### src/rtl/mips_ctrl_pkg.sv
// Shared encodings, the pipelined control bundle and the D-stage decoder
// for the MIPS control unit with hi/lo multiply/divide support.
package mips_ctrl_pkg;

   localparam logic [5:0] OP_RTYPE = 6'b000000;
   localparam logic [5:0] OP_J     = 6'b000010;
   localparam logic [5:0] OP_BEQ   = 6'b000100;
   localparam logic [5:0] OP_BNE   = 6'b000101;
   localparam logic [5:0] OP_ADDI  = 6'b001000;
   localparam logic [5:0] OP_LW    = 6'b100011;
   localparam logic [5:0] OP_SW    = 6'b101011;

   localparam logic [5:0] F_SLL   = 6'b000000;
   localparam logic [5:0] F_SRL   = 6'b000010;
   localparam logic [5:0] F_MFHI  = 6'b010000;
   localparam logic [5:0] F_MFLO  = 6'b010010;
   localparam logic [5:0] F_MULT  = 6'b011000;
   localparam logic [5:0] F_MULTU = 6'b011001;
   localparam logic [5:0] F_DIV   = 6'b011010;
   localparam logic [5:0] F_DIVU  = 6'b011011;
   localparam logic [5:0] F_ADD   = 6'b100000;
   localparam logic [5:0] F_SUB   = 6'b100010;
   localparam logic [5:0] F_AND   = 6'b100100;
   localparam logic [5:0] F_OR    = 6'b100101;
   localparam logic [5:0] F_XOR   = 6'b100110;
   localparam logic [5:0] F_NOR   = 6'b100111;
   localparam logic [5:0] F_SLT   = 6'b101010;

   localparam logic [5:0] ALU_ADD  = 6'b100000;
   localparam logic [5:0] ALU_SUB  = 6'b100010;
   localparam logic [5:0] ALU_NOOP = 6'b111111;

   localparam logic [1:0] PC_PLUS4  = 2'd0;
   localparam logic [1:0] PC_BRANCH = 2'd1;
   localparam logic [1:0] PC_JUMP   = 2'd2;

   typedef enum logic [1:0] {
      SEL_ALU = 2'd0,
      SEL_MEM = 2'd1,
      SEL_HI  = 2'd2,
      SEL_LO  = 2'd3
   } data_sel_e;

   typedef enum logic [1:0] {
      MD_MULT  = 2'd0,
      MD_MULTU = 2'd1,
      MD_DIV   = 2'd2,
      MD_DIVU  = 2'd3
   } muldiv_op_e;

   typedef struct packed {
      logic       reg_write;
      logic       mem_write;
      data_sel_e  data_sel;
      logic [5:0] alu_control;
      logic       alu_src_b_sel;
      logic       write_addr3_sel;
      logic       muldiv_start;
      logic [1:0] muldiv_op;
   } ctrl_bundle_t;

   typedef struct packed {
      logic      reg_write;
      logic      mem_write;
      data_sel_e data_sel;
   } mem_ctrl_t;

   typedef struct packed {
      logic      reg_write;
      data_sel_e data_sel;
   } wb_ctrl_t;

   localparam ctrl_bundle_t BUBBLE = '{
      reg_write:       1'b0,
      mem_write:       1'b0,
      data_sel:        SEL_ALU,
      alu_control:     ALU_NOOP,
      alu_src_b_sel:   1'b0,
      write_addr3_sel: 1'b0,
      muldiv_start:    1'b0,
      muldiv_op:       2'd0
   };

   // Instructions that read or write HI/LO and so must wait for the muldiv unit.
   function automatic logic uses_hi_lo(input logic [5:0] opcode, input logic [5:0] funct);
      return (opcode == OP_RTYPE) &&
             (funct inside {F_MULT, F_MULTU, F_DIV, F_DIVU, F_MFHI, F_MFLO});
   endfunction

   function automatic ctrl_bundle_t decode(input logic [5:0] opcode, input logic [5:0] funct);
      ctrl_bundle_t c;
      c = BUBBLE;
      case (opcode)
         OP_RTYPE: begin
            case (funct)
               F_SLL, F_SRL, F_ADD, F_SUB, F_AND, F_OR, F_XOR, F_NOR, F_SLT: begin
                  c.reg_write   = 1'b1;
                  c.alu_control = funct;
               end
               F_MULT, F_MULTU, F_DIV, F_DIVU: begin
                  c.muldiv_start = 1'b1;
                  c.muldiv_op    = funct[1:0];
               end
               F_MFHI: begin
                  c.reg_write = 1'b1;
                  c.data_sel  = SEL_HI;
               end
               F_MFLO: begin
                  c.reg_write = 1'b1;
                  c.data_sel  = SEL_LO;
               end
               default: ;
            endcase
         end
         OP_ADDI, OP_LW: begin
            c.reg_write       = 1'b1;
            c.alu_control     = ALU_ADD;
            c.alu_src_b_sel   = 1'b1;
            c.write_addr3_sel = 1'b1;
            if (opcode == OP_LW) c.data_sel = SEL_MEM;
         end
         OP_SW: begin
            c.mem_write       = 1'b1;
            c.alu_control     = ALU_ADD;
            c.alu_src_b_sel   = 1'b1;
            c.write_addr3_sel = 1'b1;
         end
         OP_BEQ, OP_BNE: c.alu_control = ALU_SUB;
         default: ;
      endcase
      return c;
   endfunction

endpackage

### src/rtl/muldiv_busy_tracker.sv
// Down-counter tracking how long the multi-cycle multiply/divide unit stays
// busy; pulses the HI/LO commit on the last busy cycle.
module muldiv_busy_tracker
   import mips_ctrl_pkg::*;
#(
   parameter int unsigned MUL_LATENCY = 4,
   parameter int unsigned DIV_LATENCY = 32
) (
   input  logic       clock,
   input  logic       reset_n,
   input  logic       start,
   input  logic [1:0] op,
   output logic       hi_lo_busy,
   output logic       hi_lo_write_enable
);

   localparam int unsigned MAX_LAT = (MUL_LATENCY > DIV_LATENCY) ? MUL_LATENCY : DIV_LATENCY;
   localparam int unsigned CW      = $clog2(MAX_LAT + 1);
   localparam logic [CW-1:0] MUL_LOAD = CW'(MUL_LATENCY);
   localparam logic [CW-1:0] DIV_LOAD = CW'(DIV_LATENCY);

   logic [CW-1:0] count;

   // NOTE: state registers use non-blocking assignments so every flop samples pre-edge values.
   always_ff @(posedge clock or negedge reset_n) begin
      if (!reset_n) begin
         count <= '0;
      end else if (start) begin
         count <= (op == MD_DIV || op == MD_DIVU) ? DIV_LOAD : MUL_LOAD;
      end else if (count != '0) begin
         count <= count - CW'(1);
      end
   end

   assign hi_lo_busy         = (count != '0);
   assign hi_lo_write_enable = (count == CW'(1));

endmodule

### src/rtl/pipe_control_unit.sv
// Pipelined MIPS control unit: D-stage decode, registered E/M/W control
// bundles with bubble insertion, and the muldiv decode stall.
module pipe_control_unit
   import mips_ctrl_pkg::*;
#(
   parameter int unsigned MUL_LATENCY = 4,
   parameter int unsigned DIV_LATENCY = 32
) (
   input  logic       clock,
   input  logic       reset_n,
   input  logic [5:0] opcode_d,
   input  logic [5:0] funct_d,
   input  logic       equal_d,
   input  logic       flush_e,
   output logic [1:0] pc_sel_d,
   output logic       stall_fd,
   output logic [5:0] alu_control_e,
   output logic       alu_src_b_sel_e,
   output logic       write_addr3_sel_e,
   output logic       muldiv_start_e,
   output logic [1:0] muldiv_op_e,
   output logic       data_memory_write_enable_m,
   output logic       reg_write_enable_m,
   output logic [1:0] reg_write_data_sel_m,
   output logic [1:0] reg_write_data_sel_w,
   output logic       reg_write_enable_w,
   output logic       hi_lo_busy,
   output logic       hi_lo_write_enable
);

   ctrl_bundle_t ctrl_d, ctrl_e;
   mem_ctrl_t    ctrl_m;
   wb_ctrl_t     ctrl_w;

   assign ctrl_d = decode(opcode_d, funct_d);

   // A start already in E counts as busy: the counter only loads at the next edge.
   assign stall_fd = uses_hi_lo(opcode_d, funct_d) && (hi_lo_busy || ctrl_e.muldiv_start);

   // NOTE: default assigned first so no path through the case leaves pc_sel_d latched.
   always_comb begin
      pc_sel_d = PC_PLUS4;
      if (!stall_fd) begin
         case (opcode_d)
            OP_BEQ:  if (equal_d)  pc_sel_d = PC_BRANCH;
            OP_BNE:  if (!equal_d) pc_sel_d = PC_BRANCH;
            OP_J:    pc_sel_d = PC_JUMP;
            default: ;
         endcase
      end
   end

   always_ff @(posedge clock or negedge reset_n) begin
      if (!reset_n) begin
         ctrl_e <= BUBBLE;
         ctrl_m <= '{reg_write: 1'b0, mem_write: 1'b0, data_sel: SEL_ALU};
         ctrl_w <= '{reg_write: 1'b0, data_sel: SEL_ALU};
      end else begin
         ctrl_e <= (flush_e || stall_fd) ? BUBBLE : ctrl_d;
         ctrl_m <= '{reg_write: ctrl_e.reg_write, mem_write: ctrl_e.mem_write,
                     data_sel: ctrl_e.data_sel};
         ctrl_w <= '{reg_write: ctrl_m.reg_write, data_sel: ctrl_m.data_sel};
      end
   end

   muldiv_busy_tracker #(
      .MUL_LATENCY(MUL_LATENCY),
      .DIV_LATENCY(DIV_LATENCY)
   ) u_tracker (
      .clock             (clock),
      .reset_n           (reset_n),
      .start             (ctrl_e.muldiv_start),
      .op                (ctrl_e.muldiv_op),
      .hi_lo_busy        (hi_lo_busy),
      .hi_lo_write_enable(hi_lo_write_enable)
   );

   assign alu_control_e              = ctrl_e.alu_control;
   assign alu_src_b_sel_e            = ctrl_e.alu_src_b_sel;
   assign write_addr3_sel_e          = ctrl_e.write_addr3_sel;
   assign muldiv_start_e             = ctrl_e.muldiv_start;
   assign muldiv_op_e                = ctrl_e.muldiv_op;
   assign data_memory_write_enable_m = ctrl_m.mem_write;
   assign reg_write_enable_m         = ctrl_m.reg_write;
   assign reg_write_data_sel_m       = ctrl_m.data_sel;
   assign reg_write_enable_w         = ctrl_w.reg_write;
   assign reg_write_data_sel_w       = ctrl_w.data_sel;

endmodule

### config.mk
export PLATFORM = sky130hd
export DESIGN_NAME = pipe_control_unit
export DESIGN_NICKNAME = d
export VERILOG_FILES = /design/src/rtl/mips_ctrl_pkg.sv /design/src/rtl/muldiv_busy_tracker.sv /design/src/rtl/pipe_control_unit.sv
export SDC_FILE = /design/constraint.sdc
export NUM_CORES = 1
export LEC_CHECK = 0
export CAP_MARGIN = 20
export CORE_MARGIN = 2
export CORE_UTILIZATION = 25
export CTS_CLUSTER_SIZE = 24
export DETAILED_ROUTE_END_ITERATION = 12
export HOLD_SLACK_MARGIN = 0.08
export PLACE_DENSITY_LB_ADDON = 0.2
export SYNTH_ARGS = -nofsm -noshare
export SYNTH_HDL_FRONTEND = slang
export SYNTH_HIERARCHICAL = 1
export SYNTH_SLANG_ARGS = --single-unit
### constraint.sdc
create_clock -name clock -period 2.1 [get_ports clock]
set_input_delay 0.42 -clock clock [delete_from_list [all_inputs] [get_ports clock]]
set_output_delay 0.42 -clock clock [all_outputs]
set_load 0.02 [all_outputs]
== Word-level counts from Yosys, hierarchy flattened ==
Index checks and enable logic that the tools add are counted.
Widths: inputs -> output; s select.

* Flip-flop bits (word level): 28
* Input bits: 16
* Logic and storage cells: 73
* Output and inout port bits: 23

* Add/subtract/negate cells: 1
* Reduce and logical (&&, ||, !) cells: 16
* Mux-type cells: 19
* Equality and inequality tests: 23

{| class="wikitable"
|+ Operators by type and width
! cell !! number
|-
| $eq 6x6->1 const B || 9
|-
| $eq 6x5->1 const B || 6
|-
| $mux 6 || 4
|-
| $pmux 6 s3 || 1
|-
| $mux 15 || 1
|-
| $eq 6x2->1 const B || 2
|-
| $eq 6x3->1 const B || 2
|-
| $logic_not 6->1 || 2
|-
| $reduce_bool 6->1 || 2
|-
| $reduce_or 11->1 || 1
|-
| $reduce_or 9->1 || 1
|-
| $pmux 2 s2 || 2
|-
| $eq 6x1->1 const B || 1
|-
| $eq 6x4->1 const B || 1
|-
| $mux 3 || 2
|-
| $pmux 2 s3 || 1
|-
| $sub 6x1->6 const B || 1
|-
| $mux 1 || 5
|-
| $eq 2x2->1 const B || 2
|-
| $mux 2 || 2
|-
| $reduce_or 2->1 || 2
|-
| $reduce_or 4->1 || 1
|-
| $logic_or 1x1->1 || 3
|-
| $reduce_or 3->1 || 1
|-
| 3 further kinds || 4
|}

== Logic depth before layout (Yosys ltp) ==
* Depth after elaboration: 6
* Depth in mapped cells: 7
* Gate-level depth less buffers: 7

== Modules after synthesis ==
Netlist, hierarchy kept.

{| class="wikitable"
|+ By module, submodules not included
! module !! times used !! sequential area each (um^2) !! cells an instance !! area each (um^2)
|-
| pipe_control_unit || 1 || 533.0 || 88 || 970.9
|-
| muldiv_busy_tracker || 1 || 150.1 || 35 || 357.8
|}

== Worst setup path before layout ==
Ideal clock, no wire load.

* Path type: register to register
* From: register u_tracker.count[2]
* To: register ctrl_e (netlist bit alu_control_e[5])
* Arrival: 1948 ps
* Data required time: 2006 ps
* Clock period less this slack: 2042 ps
* Buffers on the path: 0
* Stages on the path, launching flop included: 7
* Library setup time: 94 ps
* Slack: 58 ps
* Cell sequence: dfrtp_1 -> nor4_4 -> nand2_1 -> nor2_1 -> nor3_2 -> a21o_1 -> or4_1

* Word-level cells in the longest chain between the ends: 5

{| class="wikitable"
|+ RTL lines
! element !! line !! source
|-
| from (decl) || muldiv_busy_tracker.sv:22 || <nowiki>logic [CW-1:0] count;</nowiki>
|-
| from (signal assigned) || muldiv_busy_tracker.sv:29 || <nowiki>count <= (op == MD_DIV || op == MD_DIVU) ? DIV_LOAD : MUL_LOAD;</nowiki>
|-
| from (signal assigned) || muldiv_busy_tracker.sv:31 || <nowiki>count <= count - CW'(1);</nowiki>
|-
| $reduce_bool 6->1 || muldiv_busy_tracker.sv:35 || <nowiki>assign hi_lo_busy = (count != '0);</nowiki>
|-
| via hi_lo_busy || pipe_control_unit.sv:27 || <nowiki>output logic hi_lo_busy,</nowiki>
|-
| $logic_or 1x1->1 || pipe_control_unit.sv:38 || <nowiki>assign stall_fd = uses_hi_lo(opcode_d, funct_d) && (hi_lo_busy || ctrl_e.muldiv_start);</nowiki>
|-
| $logic_and 1x1->1 || pipe_control_unit.sv:38 ||
|-
| $logic_or 1x1->1 || pipe_control_unit.sv:59 || <nowiki>ctrl_e <= (flush_e || stall_fd) ? BUBBLE : ctrl_d;</nowiki>
|-
| $mux 15 || pipe_control_unit.sv:59 ||
|-
| to (signal assigned) || pipe_control_unit.sv:59 ||
|-
| to (decl) || pipe_control_unit.sv:31 || <nowiki>ctrl_bundle_t ctrl_d, ctrl_e;</nowiki>
|}

The timed path passes the listed nets, and every way through them passes these cells.
A chain may end at the register's enable or synchronous reset.

== Worst setup path in the final report ==
* From: register u_tracker.count[5]
* To: output stall_fd

* Word-level cells in the longest chain between the ends: 3

{| class="wikitable"
|+ RTL lines
! element !! line !! source
|-
| $reduce_bool 6->1 || muldiv_busy_tracker.sv:35 ||
|-
| $logic_or 1x1->1 || pipe_control_unit.sv:38 ||
|-
| $logic_and 1x1->1 || pipe_control_unit.sv:38 ||
|-
| to (decl) || pipe_control_unit.sv:16 || <nowiki>output logic stall_fd,</nowiki>
|}

No other way between the ends.

==> impl_metrics.csv <==
group,metric,value,unit
run_status,status,"finished, final reports clean",
finish,area_growth,59.1,%
synthesis,ys_ff_latch,27,
timing,worst_pin_slew,0.329,ns
finish,n_antenna_cell,0,
critical_path,reg2reg_depth,7,
global_route,grtUsageMet3,0.0129,
finish,drive_gt1_frac,0.349,
route,antenna_left,0,
synthesis,syn_inst,123,
timing,max_slew_margin,0.779,
finish,final_cell_mix,"buf_4, clkdlybuf4s50_1, dfrtp_1, nor2_1, dlymetal6s2s_1",
timing,period_share,0.957,
critical_path,max_stage_delay,0.42,ns
timing,fin_tns_setup,0,ns
route,avgRoutedWirePerCell,11.6,um
route,first_pass_iters,2,
die,die_h,76.9,um
global_route,grt_pass1_wl,5310,um
timing,maxSlewViolCount,0,
global_route,grt_overflow_total,0,
die,core_area,5110,um2
finish,final_common_cell,"buf_4",
timing,fmax,497,MHz
global_route,grt_pass1_vias,1207,
route,vias,1157,
route,drtIter0Drc,67,
clocking,ctsHoldBuffers,0,
synthesis,ys_seq_area_frac,0.514,
clocking,htreeDepth,1,
power,peakVddDrop,0.237,mV
synthesis,synth-async-reset-ratio,1.00,
hold_path,hp-class,"reg2reg",
critical_path,slowest_stage,"dfrtp_1",
die,ios,39,
synthesis,synth_area,1330,um2
die,die_area,5910,um2
route,drt-vias-per-instance,4.42,
placed_design,port_buffers,38,
global_route,gr-usage-met2,0.195,
synthesis,synth_edf_count,0,
timing,skew,0.00616,ns
timing,setup_viol,0,
critical_path,path_cells,"nor4_4 -> nand2_2 -> nor2_4 -> nor3_4 -> and2_4 -> buf_6",
critical_path,critPathLaunchType,"flip-flop",
synthesis,ys_warn_count,6,
critical_path,critPathArrivalTime,1.59,ns
finish,fill_cells,504,
power,p_total,1550,uW
timing,period_needed,2.01,ns
clocking,clk_pin_slew,0.09,ns
power,power_density,733,nW/um2
clocking,cts-root-buf,"clkbuf_8",
clocking,clock_sinks,27,
die,die_x,76.9,um
flow_run,maxCapViolCount,0,
hold_path,hold_depth,0,
critical_path,cp-end-kind,"output port",
die,rows,26,
timing,hold_viol,0,
critical_path,path_class,"reg2out",
placed_design,hpwl,2500,um
critical_path,cp_data_required_time,1.68,ns
critical_path,cp_max_fo,2,
global_route,grt-busiest-layer,"met2",
timing,rsz0062_at_grt,"yes",
global_route,track_usage,0.109,
synthesis,synth_flop_cell,"dfrtp_1",
global_route,grt_max_degree,28,
synthesis,synth.distinct_cells,41,
placed_design,place.gp.congestion,0.845,
route,drc,0,
global_route,grt_use_met1,0.129,
die,initial_core_util,0.260,
clocking,cts_buffers,3,
synthesis,synth_fp_nets,141,
synthesis,avgSynthCellArea,10.8,um2
clocking,insertion_delay,0.27,ns
finish,fin_nets,211,
clocking,clk_path_buf_depth,2,
clocking,cts_tree,"built",
global_route,antenna_found_initial,0,
finish,final_core_util,0.414,
route,postRouteWirelength,3030,um
power,p_leak,0.000959,uW
cells by family after synthesis:
family          count (synthesis)  synth area share
simple gates                   54             0.259
flops                          27             0.514
compound gates                 24             0.130
buf+inv                        14            0.0650
xor+xnor                        2            0.0132
fa+ha+maj                       2            0.0188
through the flow:
step                      cells  setup WS, ns  area (um2)  hold WS (ns)
after floorplan             123        0.0576        1330         0.124
after global placement      257        -0.527        1990         0.336
after detailed placement    257        -0.592        1990         0.340
after CTS                   261       -0.0672        2050         0.363
after global routing        262       -0.0135        2110         0.366
final                       262        0.0895        2110         0.359
sequential cells by signal (all words and copies together) (netlist names), 2 cells and up:
name                  cells
u_tracker/count           6
muldiv_op_e               2
ctrl_e                    4
reg_write_data_sel_m      2
reg_write_data_sel_w      2
alu_control_e             6
cells in the mapped netlist (all sizes together), types with 3 or more instances:
| master | instances | area (um2) |
|---|---|---|
| nor3 | 7 | 51.3 |
| dfstp | 6 | 158 |
| inv | 5 | 18.8 |
| a21o | 4 | 30.0 |
| dfrtp | 21 | 526 |
| o21ai | 5 | 25.0 |
| nand2 | 6 | 22.5 |
| nand3 | 5 | 25.0 |
| or4 | 3 | 26.3 |
| and2 | 5 | 33.8 |
| buf | 9 | 67.6 |
| a21oi | 5 | 28.8 |
| nor2 | 10 | 37.5 |
final timing paths:
kind / from / to / slack [ns]
worst max-delay path: u_tracker/count[5] / stall_fd / 0.09
worst min-delay path: ctrl_e[11] / reg_write_data_sel_m[0] / 0.36
worst max register to register: u_tracker/count[5] / alu_control_e[5] / 0.16
worst min register to register: ctrl_e[11] / reg_write_data_sel_m[0] / 0.36
max in group asynchronous: reset_n / alu_control_e[0] / 1.29
min in group asynchronous: reset_n / data_memory_write_enable_m / 0.51
layout make-up:
type / instances / area (um2) / share of cell area
clock inverter: 1 / 8.76 / 0.00414
timing repair buffer: 74 / 658 / 0.311
tap: 70 / 87.6 / 0.0414
multi-input combinational: 82 / 616 / 0.291
clock buffer: 3 / 41.3 / 0.0195
inverter: 5 / 18.8 / 0.00888
sequential: 27 / 684 / 0.324
per-layer routing:
| metal | vias up | share of wire | wire, um |
|---|---|---|---|
| met5 | - | 0 | 0 |
| met4 | 0 | 0.013 | 38 |
| met3 | 2 | 0.036 | 108 |
| met2 | 27 | 0.52 | 1590 |
| met1 | 550 | 0.43 | 1290 |
| li1 | 578 | - | - |
critical path: cells and delay by family, from the launching register on:
kind / cells / cell delay, ns
buffers and inverters: 1 / 0.12
DFF: 1 / 0.42
and+or+nand+nor: 5 / 0.78
power by group:
part | leakage [uW] | switching (uW) | internal (uW) | total (uW)
Combinational | 0.000588 | 289 | 334 | 623
Sequential | 0.000344 | 48.1 | 585 | 634
Clock | 0.0000261 | 154 | 139 | 293
Total | 0.000959 | 491 | 1060 | 1550
repair_timing:
action | in CTS | in global routing
pin swaps | 1 | 8
endpoints found under the setup margin | 5 | 5
resized for setup | 21 | 19
buffers inserted | 0 | 1
Power figures use the tool's default switching activity.
